### config.mk
export PLATFORM = sky130hd
export DESIGN_NAME = remote_comm_flat
export DESIGN_NICKNAME = d
export VERILOG_FILES = /design/src/rtl/remote_comm_if.sv /design/src/rtl/remote_comm.sv /design/src/flat_wrapper.sv
export SDC_FILE = /design/constraint.sdc
export NUM_CORES = 1
export LEC_CHECK = 0
export ABC_AREA = 0
export BUFFER_PORTS_ARGS = -buffer_cell sky130_fd_sc_hd__buf_2
export CORE_ASPECT_RATIO = 0.6
export CORE_MARGIN = 1
export CORE_UTILIZATION = 40
export CTS_BUF_LIST = sky130_fd_sc_hd__clkbuf_2
export CTS_CLUSTER_SIZE = 8
export DETAILED_ROUTE_END_ITERATION = 7
export GPL_TIMING_DRIVEN = 0
export HOLD_SLACK_MARGIN = 0.1
export PLACE_DENSITY = 0.54
export SLEW_MARGIN = 20
export SYNTH_ARGS = -nofsm -noshare
export SYNTH_HDL_FRONTEND = slang
export SYNTH_SLANG_ARGS = --single-unit
### constraint.sdc
create_clock -name clk -period 2.2 [get_ports clk]
set_input_delay 0.11 -clock clk [delete_from_list [all_inputs] [get_ports clk]]
set_output_delay 0.11 -clock clk [all_outputs]
set_load 0.1 [all_outputs]
### src/rtl/remote_comm_if.sv
// Host <-> link signal bundle: command strobe, UART pins and response handshake.
interface remote_comm_if;
    logic [15:0] cmd;
    logic        send_cmd;
    logic        cmd_sent;
    logic        TX;
    logic        RX;
    logic        clr_resp_rdy;
    logic [7:0]  resp;
    logic        resp_rdy;

    modport master (
        output cmd, send_cmd, RX, clr_resp_rdy,
        input  cmd_sent, TX, resp, resp_rdy
    );

    modport slave (
        input  cmd, send_cmd, RX, clr_resp_rdy,
        output cmd_sent, TX, resp, resp_rdy
    );
endinterface

### src/rtl/remote_comm.sv
// Host-side command link: sends a 16-bit command as two back-to-back UART frames
// (high byte first) and receives single-byte responses on an independent RX path.
module remote_comm #(
    parameter int BAUD_DIV = 2604
) (
    input  logic         clk,
    input  logic         rst_n,
    remote_comm_if.slave bus
);
    localparam int            CW        = $clog2(BAUD_DIV);
    localparam logic [CW-1:0] BAUD_LAST = CW'(BAUD_DIV - 1);
    localparam logic [CW-1:0] HALF_LAST = CW'(BAUD_DIV / 2 - 1);

    typedef enum logic [1:0] {TX_IDLE, TX_HIGH, TX_LOW} tx_state_e;
    typedef enum logic [1:0] {RX_IDLE, RX_START, RX_DATA, RX_STOP} rx_state_e;

    tx_state_e     tx_state_q, tx_state_d;
    logic [15:0]   cmd_q, cmd_d;
    logic [9:0]    tx_shift_q, tx_shift_d;
    logic [CW-1:0] tx_baud_q, tx_baud_d;
    logic [3:0]    tx_bit_q, tx_bit_d;
    logic          cmd_sent_q, cmd_sent_d;
    logic          tx_bit_done, tx_frame_done;
    logic          load_hi, load_lo, set_sent, tx_busy;

    assign tx_bit_done   = (tx_baud_q == BAUD_LAST);
    assign tx_frame_done = tx_bit_done && (tx_bit_q == 4'd9);

    always_ff @(posedge clk or negedge rst_n) begin
        if (!rst_n) tx_state_q <= TX_IDLE;
        else        tx_state_q <= tx_state_d;
    end

    always_comb begin
        tx_state_d = tx_state_q;
        case (tx_state_q)
            TX_IDLE: if (bus.send_cmd)  tx_state_d = TX_HIGH;
            TX_HIGH: if (tx_frame_done) tx_state_d = TX_LOW;
            TX_LOW:  if (tx_frame_done) tx_state_d = TX_IDLE;
            default:                    tx_state_d = TX_IDLE;
        endcase
    end

    // Strobes only act in IDLE, so a send_cmd mid-transfer is simply dropped.
    always_comb begin
        load_hi  = 1'b0;
        load_lo  = 1'b0;
        set_sent = 1'b0;
        tx_busy  = 1'b0;
        case (tx_state_q)
            TX_IDLE: load_hi = bus.send_cmd;
            TX_HIGH: begin
                tx_busy = 1'b1;
                load_lo = tx_frame_done;
            end
            TX_LOW: begin
                tx_busy  = 1'b1;
                set_sent = tx_frame_done;
            end
            default: ;
        endcase
    end

    // Frame shifter holds {stop, data, start}; shifting in ones leaves the line idle-high.
    always_comb begin
        cmd_d      = cmd_q;
        tx_shift_d = tx_shift_q;
        tx_baud_d  = tx_baud_q;
        tx_bit_d   = tx_bit_q;
        cmd_sent_d = cmd_sent_q;
        if (load_hi) begin
            cmd_d      = bus.cmd;
            tx_shift_d = {1'b1, bus.cmd[15:8], 1'b0};
            tx_baud_d  = '0;
            tx_bit_d   = '0;
            cmd_sent_d = 1'b0;
        end else if (load_lo) begin
            tx_shift_d = {1'b1, cmd_q[7:0], 1'b0};
            tx_baud_d  = '0;
            tx_bit_d   = '0;
        end else if (set_sent) begin
            tx_shift_d = '1;
            tx_baud_d  = '0;
            tx_bit_d   = '0;
            cmd_sent_d = 1'b1;
        end else if (tx_busy) begin
            if (tx_bit_done) begin
                tx_shift_d = {1'b1, tx_shift_q[9:1]};
                tx_baud_d  = '0;
                tx_bit_d   = tx_bit_q + 4'd1;
            end else begin
                tx_baud_d  = tx_baud_q + 1'b1;
            end
        end
    end

    always_ff @(posedge clk or negedge rst_n) begin
        if (!rst_n) begin
            cmd_q      <= '0;
            tx_shift_q <= '1;
            tx_baud_q  <= '0;
            tx_bit_q   <= '0;
            cmd_sent_q <= 1'b0;
        end else begin
            cmd_q      <= cmd_d;
            tx_shift_q <= tx_shift_d;
            tx_baud_q  <= tx_baud_d;
            tx_bit_q   <= tx_bit_d;
            cmd_sent_q <= cmd_sent_d;
        end
    end

    assign bus.TX       = tx_shift_q[0];
    assign bus.cmd_sent = cmd_sent_q;

    rx_state_e     rx_state_q, rx_state_d;
    logic          rx_s1_q, rx_s2_q, rx_prev_q;
    logic [CW-1:0] rx_cnt_q, rx_cnt_d;
    logic [2:0]    rx_bit_q, rx_bit_d;
    logic [7:0]    rx_shift_q, rx_shift_d;
    logic [7:0]    resp_q, resp_d;
    logic          resp_rdy_q, resp_rdy_d;
    logic          rx_fall, rx_half, rx_full;
    logic          rx_start, rx_sample, rx_done, rx_cnt_clr;

    // Two-flop synchroniser plus edge history, all preset to the idle-high line level.
    always_ff @(posedge clk or negedge rst_n) begin
        if (!rst_n) begin
            rx_s1_q   <= 1'b1;
            rx_s2_q   <= 1'b1;
            rx_prev_q <= 1'b1;
        end else begin
            rx_s1_q   <= bus.RX;
            rx_s2_q   <= rx_s1_q;
            rx_prev_q <= rx_s2_q;
        end
    end

    assign rx_fall = rx_prev_q & ~rx_s2_q;
    assign rx_half = (rx_cnt_q == HALF_LAST);
    assign rx_full = (rx_cnt_q == BAUD_LAST);

    always_ff @(posedge clk or negedge rst_n) begin
        if (!rst_n) rx_state_q <= RX_IDLE;
        else        rx_state_q <= rx_state_d;
    end

    always_comb begin
        rx_state_d = rx_state_q;
        case (rx_state_q)
            RX_IDLE:  if (rx_fall) rx_state_d = RX_START;
            RX_START: if (rx_half) rx_state_d = rx_s2_q ? RX_IDLE : RX_DATA;
            RX_DATA:  if (rx_full && rx_bit_q == 3'd7) rx_state_d = RX_STOP;
            RX_STOP:  if (rx_full) rx_state_d = RX_IDLE;
            default:  rx_state_d = RX_IDLE;
        endcase
    end

    always_comb begin
        rx_start   = 1'b0;
        rx_sample  = 1'b0;
        rx_done    = 1'b0;
        rx_cnt_clr = 1'b0;
        case (rx_state_q)
            RX_IDLE: begin
                rx_start   = rx_fall;
                rx_cnt_clr = 1'b1;
            end
            RX_START: rx_cnt_clr = rx_half;
            RX_DATA: begin
                rx_sample  = rx_full;
                rx_cnt_clr = rx_full;
            end
            RX_STOP: begin
                rx_done    = rx_full;
                rx_cnt_clr = rx_full;
            end
            default: rx_cnt_clr = 1'b1;
        endcase
    end

    // Frame completion outranks a same-cycle clear so a fresh byte is never lost.
    always_comb begin
        rx_cnt_d   = rx_cnt_clr ? '0 : rx_cnt_q + 1'b1;
        rx_bit_d   = rx_bit_q;
        rx_shift_d = rx_shift_q;
        resp_d     = resp_q;
        resp_rdy_d = resp_rdy_q;
        if (rx_start) rx_bit_d = '0;
        if (rx_sample) begin
            rx_shift_d = {rx_s2_q, rx_shift_q[7:1]};
            rx_bit_d   = rx_bit_q + 3'd1;
        end
        if (rx_done) begin
            resp_d     = rx_shift_q;
            resp_rdy_d = 1'b1;
        end else if (bus.clr_resp_rdy || rx_start) begin
            resp_rdy_d = 1'b0;
        end
    end

    always_ff @(posedge clk or negedge rst_n) begin
        if (!rst_n) begin
            rx_cnt_q   <= '0;
            rx_bit_q   <= '0;
            rx_shift_q <= '0;
            resp_q     <= '0;
            resp_rdy_q <= 1'b0;
        end else begin
            rx_cnt_q   <= rx_cnt_d;
            rx_bit_q   <= rx_bit_d;
            rx_shift_q <= rx_shift_d;
            resp_q     <= resp_d;
            resp_rdy_q <= resp_rdy_d;
        end
    end

    assign bus.resp     = resp_q;
    assign bus.resp_rdy = resp_rdy_q;
endmodule
### src/flat_wrapper.sv
// flat-port wrapper written by rule: the top's interface ports become plain ports
module remote_comm_flat 
#(
    parameter int BAUD_DIV = 2604
)
  (clk, rst_n, bus_cmd, bus_send_cmd, bus_RX, bus_clr_resp_rdy, bus_cmd_sent, bus_TX, bus_resp, bus_resp_rdy);
  remote_comm_if bus_i ();
  input  logic clk;
  input  logic rst_n;
  input wire logic [$bits(bus_i.cmd)-1:0] bus_cmd;
  input wire logic [$bits(bus_i.send_cmd)-1:0] bus_send_cmd;
  input wire logic [$bits(bus_i.RX)-1:0] bus_RX;
  input wire logic [$bits(bus_i.clr_resp_rdy)-1:0] bus_clr_resp_rdy;
  output wire logic [$bits(bus_i.cmd_sent)-1:0] bus_cmd_sent;
  output wire logic [$bits(bus_i.TX)-1:0] bus_TX;
  output wire logic [$bits(bus_i.resp)-1:0] bus_resp;
  output wire logic [$bits(bus_i.resp_rdy)-1:0] bus_resp_rdy;
  assign bus_i.cmd = bus_cmd;
  assign bus_i.send_cmd = bus_send_cmd;
  assign bus_i.RX = bus_RX;
  assign bus_i.clr_resp_rdy = bus_clr_resp_rdy;
  assign bus_cmd_sent = bus_i.cmd_sent;
  assign bus_TX = bus_i.TX;
  assign bus_resp = bus_i.resp;
  assign bus_resp_rdy = bus_i.resp_rdy;
  remote_comm #(.BAUD_DIV(BAUD_DIV)) u_core (.clk(clk), .rst_n(rst_n), .bus(bus_i));
endmodule
==> results of run 1 <==
-- cell type report --
cell class | count | area (µm²) | share of cell area, %
multi-input combinational | 254 | 1860 | 40.5
sequential | 73 | 1840 | 40.0
timing repair buffer | 64 | 475 | 10.3
tap | 130 | 163 | 3.54
buffer | 14 | 85.1 | 1.85
clock inverter | 4 | 67.6 | 1.47
clock buffer | 12 | 60.1 | 1.31
inverter | 12 | 45.0 | 0.979
-- worst max-delay path by stage --
stage	end	slack, ps
finish	u_core.tx_shift_q[7]$_DFFE_PN1P_	110
detailed placement	u_core.tx_bit_q[2]$_DFFE_PN0P_	-310
global placement	u_core.tx_bit_q[2]$_DFFE_PN0P_	-280
global route	u_core.tx_bit_q[3]$_DFFE_PN0P_	-5
floorplan	u_core.tx_bit_q[2]$_DFFE_PN0P_	150
CTS	u_core.tx_baud_q[2]$_DFFE_PN0P_	20
-- cell families after synthesis --
group           after synthesis  synth area share [%]
mux                          31                  9.00
compound gates               53                  10.6
buf+inv                      28                  3.14
simple gates                148                  22.3
fa+ha+maj                    12                  3.97
xor+xnor                     10                  2.32
flops                        73                  48.7
-- layout by cell type, fill, tap and decap left out, drive strengths merged, types with 7 or more instances in the layout --
master,n
nand2,51
clkbuf,20
buf,49
mux2,18
a21oi,8
mux2i,13
dlygate4sd3,21
ha,12
o211ai,7
dfstp,12
inv,12
o21ai,8
nand4,7
nand3,25
nor2,22
xnor2,7
o22ai,8
dfrtp,61
-- power breakdown --
part           internal [mW]  switching [mW]
clock network          0.384           0.460
logic                  0.517           0.687
registers               1.64           0.221
-- flip-flops by register name, indices dropped and copies added, names as in the netlist, named ones only --
name / cells
u_core.rx_cnt_q: 12
u_core.tx_baud_q: 12
u_core.tx_shift_q: 9
u_core.bus.resp: 8
u_core.cmd_q: 8
u_core.rx_shift_q: 8
u_core.tx_bit_q: 4
u_core.rx_bit_q: 3
u_core.tx_state_q: 2
u_core.bus.cmd_sent: 1
u_core.bus.resp_rdy: 1
u_core.rx_prev_q: 1
u_core.rx_s1_q: 1
u_core.rx_s2_q: 1
u_core.rx_state_q: 1
-- stage by stage --
stage / util, % / setup WS, ps / std cells / power [mW]
5_1_grt: 50.2 / -5.35 / 563 / 4.20
6_report: 50.2 / 114 / 563 / 3.91
3_3_place_gp: 44.8 / -276 / 516 / 2.95
4_1_cts: 49.0 / 24.0 / 553 / 3.91
3_5_place_dp: 45.1 / -314 / 517 / 2.99
2_1_floorplan: - / 152 / 355 / 2.64
-- critical path: stages (launching register included) --
cell	delay (ps)
dfrtp_1	430
inv_1	160
ha_2	260
and4b_2	360
buf_4	150
nand4_1	170
buf_4	240
o22ai_1	180
o21ai_1	80
-- per-layer routing --
| layer | GRT usage [%] | share of wire (%) | wire length, µm | up-vias |
|---|---|---|---|---|
| met2 | 26.8 | 39 | 3510 | 71 |
| met4 | 4.76 | 0.46 | 41 | 0 |
| met5 | 0 | 0 | 0 | - |
| met3 | 5.02 | 5.4 | 483 | 4 |
| li1 | - | - | - | 1420 |
| met1 | 31.8 | 55 | 4880 | 1419 |
-- timing repair --
action	4_1_cts	5_1_grt
gates resized for setup	7	17
hold endpoints to repair	95	0
endpoints found under the setup margin	39	51
hold buffers	22	0
pin swaps	0	3
setup buffers	0	10
==> qor.csv, run 1 <==
metric,value,unit
status,"complete, no violations",
CP startpoint,u_core.tx_state_q[1]$_DFFE_PN0P_,
DRT antenna net count,0,
CP arrival,2540,ps
Rows,27,
Final Cycle Share,94.8,%
Worst setup EP type,flop,
die area,0.00986,mm²
gp weighted congestion,0.814,
"Net Count, Synth",388,
chip width,127,µm
HP Class,in -> reg,
grt ovf,0,
"Top FF cell, synth",dfrtp_1,
initial antenna violation count,0,
routed wire length,8920,µm
"top cells by count, synth","dfrtp_1, nand2_1, nand3_1, nor2_1, mux2i_1",
Area Growth Syn to Fin,21.7,%
Skew-Pair Late Insertion Delay,510,ps
clk slew on worst S/H paths,190,ps
DRC,0,
VDD IR-drop max,0.361,mV
first-pass GRT wire length,15000,µm
worst hold start,bus_RX,
Max Freq,479,MHz
Leak,2.14,nW
worst path required time,2660,ps
R2R Path End,u_core.tx_shift_q[7]$_DFFE_PN1P_,
Avg WL per Cell,15.8,µm
via count,2914,
Worst Skew,6.14,ps
vias per cell,5.18,
DRT iter0 DRCs,162,
CTS tree,done,
Die Y-Extent,77.3,µm
Netlist cell types,64,
Hold Worst Slack,225,ps
kind of critical path,reg -> reg,
cts bufs inserted,9,
Core Area,0.00916,mm²
DP Area,0.00413,mm²
Worst Hold Depth,2,
"FFs w/ async S/R, synth",100,%
synthesized area,0.00378,mm²
Syn Inst Count,355,
Startpoint Class,flop,
Total GRT Usage,20.1,%
clock buffer depth,2,
Hold EP,u_core.rx_s1_q$_DFF_PN1_,
final setup TNS,0,ps
Reg2Reg Setup Slack,110,ps
Root Driver,clkbuf_2,
"critical path fanouts, max",5,
1st-pass router iterations,4,
n_diodes,0,
Clock Sinks,73,
Nets,461,
R2R Path Start,u_core.tx_state_q[1]$_DFFE_PN0P_,
"Setup violations, final",0,
IO Pins,32,
share of layout cells above drive strength 1,25.6,%
minimum clock period,2090,ps
cell taking the most area after synthesis,dfrtp_1,
post-route cell area,0.00460,mm²
H-Tree Level Count,3,
#FFs+latches synth,73,
input/output buffers,31,
Synth area leaders,"dfrtp_1, dfstp_2, nand2_1, ha_1, mux2i_1",
DPL Wire Length,6270,µm
register area share after synthesis,48.7,%
cell depth of the worst flop-to-flop path,8,
post-synthesis area per instance,10.6,µm²
fillcell total,859,
Slew Limit Headroom,61.4,%
vias in the first global route,2861,
largest net degree at the start of global routing,52,
Post-synth EDFFs,0,
Fin. Hold Viols,0,
Yosys top cell area share,40.4,%
yosys warns,0,
Pwr per Cell Area,849,mW/mm²
final slew viol count,0,
Initial Util,41.3,%
top-count cell post-synth,dfrtp_1,
actual slew at the worst max-slew pin,577,ps
Max Cap Viol,0,
No activity file was read; power rests on OpenSTA's default activity.
==> inputs of run 2 (changes only) <==
- clock period: 2.2 -> 2.3 ns (I/O delays scaled with it)
==> run 2 against run 1 <==
Net effect:
- critical endpoint is now u_core.tx_bit_q[1]$_DFFE_PN0P_
- highest routed layer unchanged
- final cell count fell by 1.2%
- maximum frequency fell by 3.2%
- clock power fell by 5.0%
- global-route usage barely moved
- utilization fell by 0.72 points
- register-to-register slack improved by 30 ps
==> qor.csv, run 2 (synthesized netlist as in run 1, its figures left out) <==
metric,value,unit,change
first-pass GRT wire length,15000,µm,about the same
actual slew at the worst max-slew pin,547,ps,-30.1 ps
Final Cycle Share,93.7,%,-1.1 points
Nets,454,,-1.5%
RSZ-0062 raised after global routing,no,,
Max stage delay on crit path,560,ps,+130 ps
clock buffer depth,2,,unchanged
DRT iter0 DRCs,168,,+3.7%
CP Cell Sequence,inv_1 -> ha_2 -> and4b_2 -> o2111ai_4 -> or4_1 -> o31ai_1,,
n_diodes,0,,unchanged
DP Area,0.00413,mm²,unchanged
post-route cell area,0.00453,mm²,-1.4%
Pwr per Cell Area,824,mW/mm²,-3.0%
Worst Skew,8.57,ps,+2.43 ps
Die Y-Extent,77.3,µm,unchanged
minimum clock period,2160,ps,+69.6 ps
pre-CTS WS,-214,ps,+100 ps
vias in the first global route,2861,,unchanged
kind of critical path,reg -> reg,,
Core Area,0.00916,mm²,unchanged
Avg WL per Cell,15.9,µm,+0.13%
HP Class,in -> reg,,
die area,0.00986,mm²,unchanged
DRT antenna net count,0,,unchanged
"commonest cells after routing, fill and taps aside","dfrtp_1, nand2_1, buf_2",,
Skew-Pair Late Insertion Delay,500,ps,about the same
fillcell total,869,,+1.2%
CP arrival,2590,ps,+50 ps
IO Pins,32,,unchanged
routed wire length,8820,µm,-1.1%
gp weighted congestion,0.814,,unchanged
input/output buffers,31,,unchanged
vias per cell,5.21,,+0.56%
Max Freq,464,MHz,-3.2%
VDD IR-drop max,0.345,mV,-4.4%
Leak,2.09,nW,-2.0%
min setup slack post-route,144,ps,+30.4 ps
Max Cap Viol,0,,unchanged
H-Tree Level Count,3,,unchanged
final slew viol count,0,,unchanged
Rows,27,,unchanged
final core occ,49.5,%,-0.72 points
Startpoint Class,flop,,
status,"complete, no violations",,
"non-filler cells, final",556,,-1.2%
Fin. Hold Viols,0,,unchanged
Initial Util,41.3,%,unchanged
share of layout cells above drive strength 1,24.2,%,-1.5 points
Crit path depth,6,,-2
chip width,127,µm,unchanged
"most common cell after layout, fill and taps aside",dfrtp_1,,
crit path max-delay cell type,or4_1,,
DRC,0,,unchanged
1st-pass router iterations,4,,unchanged
Slew Limit Headroom,63.6,%,+2.2 points
Worst setup EP type,flop,,
"critical path fanouts, max",10,,+5
Area Growth Syn to Fin,19.9,%,
grt ovf,0,,unchanged
DPL Wire Length,6270,µm,unchanged
Root Driver,clkbuf_2,,
largest net degree at the start of global routing,52,,unchanged
Hold Worst Slack,235,ps,+9.66 ps
Top delay family on crit path,simple AND/OR/NAND/NOR gates,,
Worst Hold Depth,2,,unchanged
clk slew on worst S/H paths,190,ps,about the same
count of placed standard cells including taps,517,,unchanged
Total GRT Usage,20.1,%,about the same
"Power, Total",3.74,mW,-4.4%
final setup TNS,0,ps,unchanged
"Setup violations, final",0,,unchanged
worst path required time,2730,ps,+70 ps
cts bufs inserted,9,,unchanged
registers with the most flip-flops,"u_core.rx_cnt_q: 12 flops, u_core.tx_baud_q: 12 flops, u_core.tx_shift_q: 9 flops",,
initial antenna violation count,0,,unchanged
via count,2894,,-0.69%
cell depth of the worst flop-to-flop path,6,,-2
Clock Sinks,73,,unchanged
CTS tree,done,,
CP bufs+invs,1,,-2
run 2: cell count changes in the layout (fill, tap and decap cells not counted), sizes merged:
cell	before	now
buf	49	42
run 2: path summary, 6_finish.rpt:
path | endpoint | slack (ps) | startpoint
setup reg to reg | u_core.tx_bit_q[1]$_DFFE_PN0P_ | 140 | u_core.tx_state_q[1]$_DFFE_PN0P_
min in group asynchronous | u_core.tx_shift_q[0]$_DFFE_PN1P_ | 640 | rst_n
max in group asynchronous | u_core.tx_baud_q[9]$_DFFE_PN0P_ | 1160 | rst_n
hold reg to reg | u_core.rx_s2_q$_DFF_PN1_ | 390 | u_core.rx_s1_q$_DFF_PN1_
setup / recovery | u_core.tx_bit_q[1]$_DFFE_PN0P_ | 140 | u_core.tx_state_q[1]$_DFFE_PN0P_
hold / removal | u_core.rx_s1_q$_DFF_PN1_ | 240 | bus_RX
run 2: layout make-up:
| class | instances | area (µm²) | area share, % |
|---|---|---|---|
| flip-flops and latches | 73 | 1840 | 40.6 |
| plain buffers | 14 | 80.1 | 1.77 |
| clock inverters | 4 | 67.6 | 1.49 |
| multi-input cells | 254 | 1850 | 40.9 |
| clock buffers | 12 | 60.1 | 1.32 |
| inverters | 12 | 45.0 | 0.994 |
| repair buffers | 57 | 423 | 9.33 |
| well taps | 130 | 163 | 3.59 |
run 2: routing by layer:
metal	GRT usage, %	up-vias	routed length (µm)
li1	-	1406	-
met5	0	-	0
met4	4.76	0	71
met3	5.02	7	394
met2	26.8	60	3470
met1	31.7	1421	4880
run 2: power breakdown:
| group | switching (mW) | internal (mW) | total, mW |
|---|---|---|---|
| Sequential | 0.213 | 1.57 | 1.78 |
| Clock | 0.435 | 0.368 | 0.802 |
| Combinational | 0.659 | 0.495 | 1.15 |
| Total | 1.31 | 2.43 | 3.74 |
run 2: repair_timing:
item	in CTS	in global routing
cloned	0	0
hold endpoints to repair	95	0
resized for setup	2	20
endpoints found under the setup margin	19	44
hold buffers	22	0
buffers inserted	0	3
pin swaps	0	1
==> inputs of run 3 (changes only) <==
- CELL_PAD_IN_SITES_DETAIL_PLACEMENT: unset -> 1
- CELL_PAD_IN_SITES_GLOBAL_PLACEMENT: unset -> 2
- PLACE_DENSITY: 0.54 -> 0.78
- SETUP_SLACK_MARGIN: unset -> 0.05
==> run 3 against run 2 <==
Net effect:
- register-to-register slack got worse by 40 ps
- worst setup slack worse by 37 ps
- non-clock buffer count unchanged
- sequential power hardly changed
- cell area grew 0.69%
- largest power group unchanged
- sequential share of layout area down 0.22 points
- largest cell class unchanged
- routed wire length grew 8.2%
- critical path type unchanged
- highest routed layer unchanged
- critical endpoint is now u_core.tx_bit_q[2]$_DFFE_PN0P_
==> qor.csv, run 3 (synthesized netlist as in run 1, its figures left out) <==
metric,value,unit,change
CP startpoint,u_core.tx_state_q[0]$_DFFE_PN0P_,,
Nets,454,,unchanged
kind of critical path,reg -> reg,,
cts bufs inserted,9,,unchanged
HP Class,in -> reg,,
WL met3,347,µm,-12%
DRT antenna net count,0,,unchanged
Worst Skew,31.9,ps,+23.3 ps
Leak,2.09,nW,-0.39%
fillcell total,1020,,+17%
"most common cell after layout, fill and taps aside",dfrtp_1,,
Avg WL per Cell,17.1,µm,+8.0%
via count,2925,,+1.1%
Root Driver,clkbuf_2,,
vias per cell,5.25,,+0.89%
"commonest cells after routing, fill and taps aside","dfrtp_1, nand2_1, buf_2",,
count of placed standard cells including taps,517,,unchanged
final setup TNS,0,ps,unchanged
Area Growth Syn to Fin,20.8,%,
status,"complete, no violations",,
Slew Limit Headroom,42.3,%,-21 points
Total GRT Usage,21.6,%,+1.5 points
first-pass GRT wire length,16200,µm,+8.2%
CTS tree,done,,
"Setup violations, final",0,,unchanged
gp weighted congestion,0.802,,-1.5%
pre-CTS WS,-228,ps,-14.6 ps
routed wire length,9540,µm,+8.2%
VDD IR-drop max,0.394,mV,+14%
largest net degree at the start of global routing,55,,+5.8%
vias in the first global route,3067,,+7.2%
1st-pass router iterations,4,,unchanged
cell depth of the worst flop-to-flop path,7,,+1
Rows,27,,unchanged
DP Area,0.00413,mm²,unchanged
worst path required time,2740,ps,about the same
CP arrival,2630,ps,+40 ps
Die Y-Extent,77.3,µm,unchanged
clock buffer depth,2,,unchanged
actual slew at the worst max-slew pin,862,ps,+315 ps
"non-filler cells, final",557,,+0.18%
Worst setup EP type,flop,,
Max Freq,456,MHz,-1.7%
minimum clock period,2190,ps,+36.6 ps
DRT iter0 DRCs,166,,-1.2%
Initial Util,41.3,%,unchanged
Core Area,0.00916,mm²,unchanged
grt ovf,0,,unchanged
"Power, Total",3.81,mW,+2.1%
R2R Path Start,u_core.tx_state_q[0]$_DFFE_PN0P_,,
post-route cell area,0.00456,mm²,+0.69%
final slew viol count,0,,unchanged
share of layout cells above drive strength 1,24.9,%,+0.70 points
H-Tree Level Count,3,,unchanged
die area,0.00986,mm²,unchanged
RSZ-0062 raised after global routing,yes,,
chip width,127,µm,unchanged
Worst Hold Depth,2,,unchanged
initial antenna violation count,1,,+1
Pwr per Cell Area,835,mW/mm²,+1.4%
Clock Sinks,73,,unchanged
"critical path fanouts, max",10,,unchanged
Final Cycle Share,95.3,%,+1.6 points
worst hold start,bus_RX,,
WL met2,4040,µm,+16%
DRC,0,,unchanged
Skew-Pair Late Insertion Delay,550,ps,+50 ps
IO Pins,32,,unchanged
met1 wire length,5090,µm,+4.3%
Fin. Hold Viols,0,,unchanged
Max Cap Viol,0,,unchanged
registers with the most flip-flops,"u_core.rx_cnt_q: 12 flops, u_core.tx_baud_q: 12 flops, u_core.tx_shift_q: 9 flops",,
Startpoint Class,flop,,
DPL Wire Length,6630,µm,+5.9%
clk slew on worst S/H paths,220,ps,+30 ps
min setup slack post-route,108,ps,-36.6 ps
highest metal used,met4,,
input/output buffers,31,,unchanged
## run 3: changes by cell type in the layout (fill, tap and decap cells not counted), sizes merged
cell,previous run,this run
clkinvlp,0,2
dlygate4sd3,21,22
diode,0,1
clkbuf,20,17
## run 3: through the flow
step | util (%) | hold slack [ps]
after floorplan | - | -181
after global placement | 44.8 | 220
after detailed placement | 45.1 | 23.6
after CTS | 49.1 | 143
after global routing | 49.9 | 162
final | 49.9 | 206
## run 3: layer usage
metal	vias to the layer above	global-route usage, %
li1	1409	-
met5	-	0
met2	48	30.9
met4	0	5.36
met3	6	5.44
met1	1462	32.4
## run 3: cell type report
class                   instances  area [µm²]  share of cell area, %
multi-input cells             254        1870                   40.9
flip-flops and latches         73        1840                   40.4
repair buffers                 57         428                   9.37
well taps                     130         163                   3.56
plain buffers                  14        83.8                   1.84
clock inverters                 6        82.6                   1.81
clock buffers                  10        50.0                   1.10
inverters                      12        45.0                  0.987
diodes                          1        2.50                 0.0548
## run 3: repair_timing
item,in CTS,in global routing
cloned,0,0
pin swaps,1,0
endpoints found under the setup margin,39,44
buffers inserted,1,2
endpoints found under the hold margin,95,0
gates resized for setup,8,17
hold buffers,22,0
## run 3: report_power, final
group,switching [mW],internal [mW]
registers,0.228,1.57
clock network,0.475,0.356
logic,0.676,0.510
total,1.38,2.43
## run 3: path summary, 6_finish.rpt
check                                             endpoint  slack [ps]
max                         u_core.tx_bit_q[2]$_DFFE_PN0P_         110
min                               u_core.rx_s1_q$_DFF_PN1_         210
max reg2reg                 u_core.tx_bit_q[2]$_DFFE_PN0P_         110
min reg2reg                       u_core.rx_s2_q$_DFF_PN1_         370
max in group asynchronous  u_core.tx_baud_q[1]$_DFFE_PN0P_         400
min in group asynchronous   u_core.rx_bit_q[1]$_DFFE_PN0P_         620
## run 3: worst max-delay path, cell delays in order (launching register included)
cell       delay, ps
dfrtp_1          500
inv_1            150
ha_4             370
inv_1            150
a2111oi_4        380
buf_4            260
a21boi_1          80
o21a_1           180
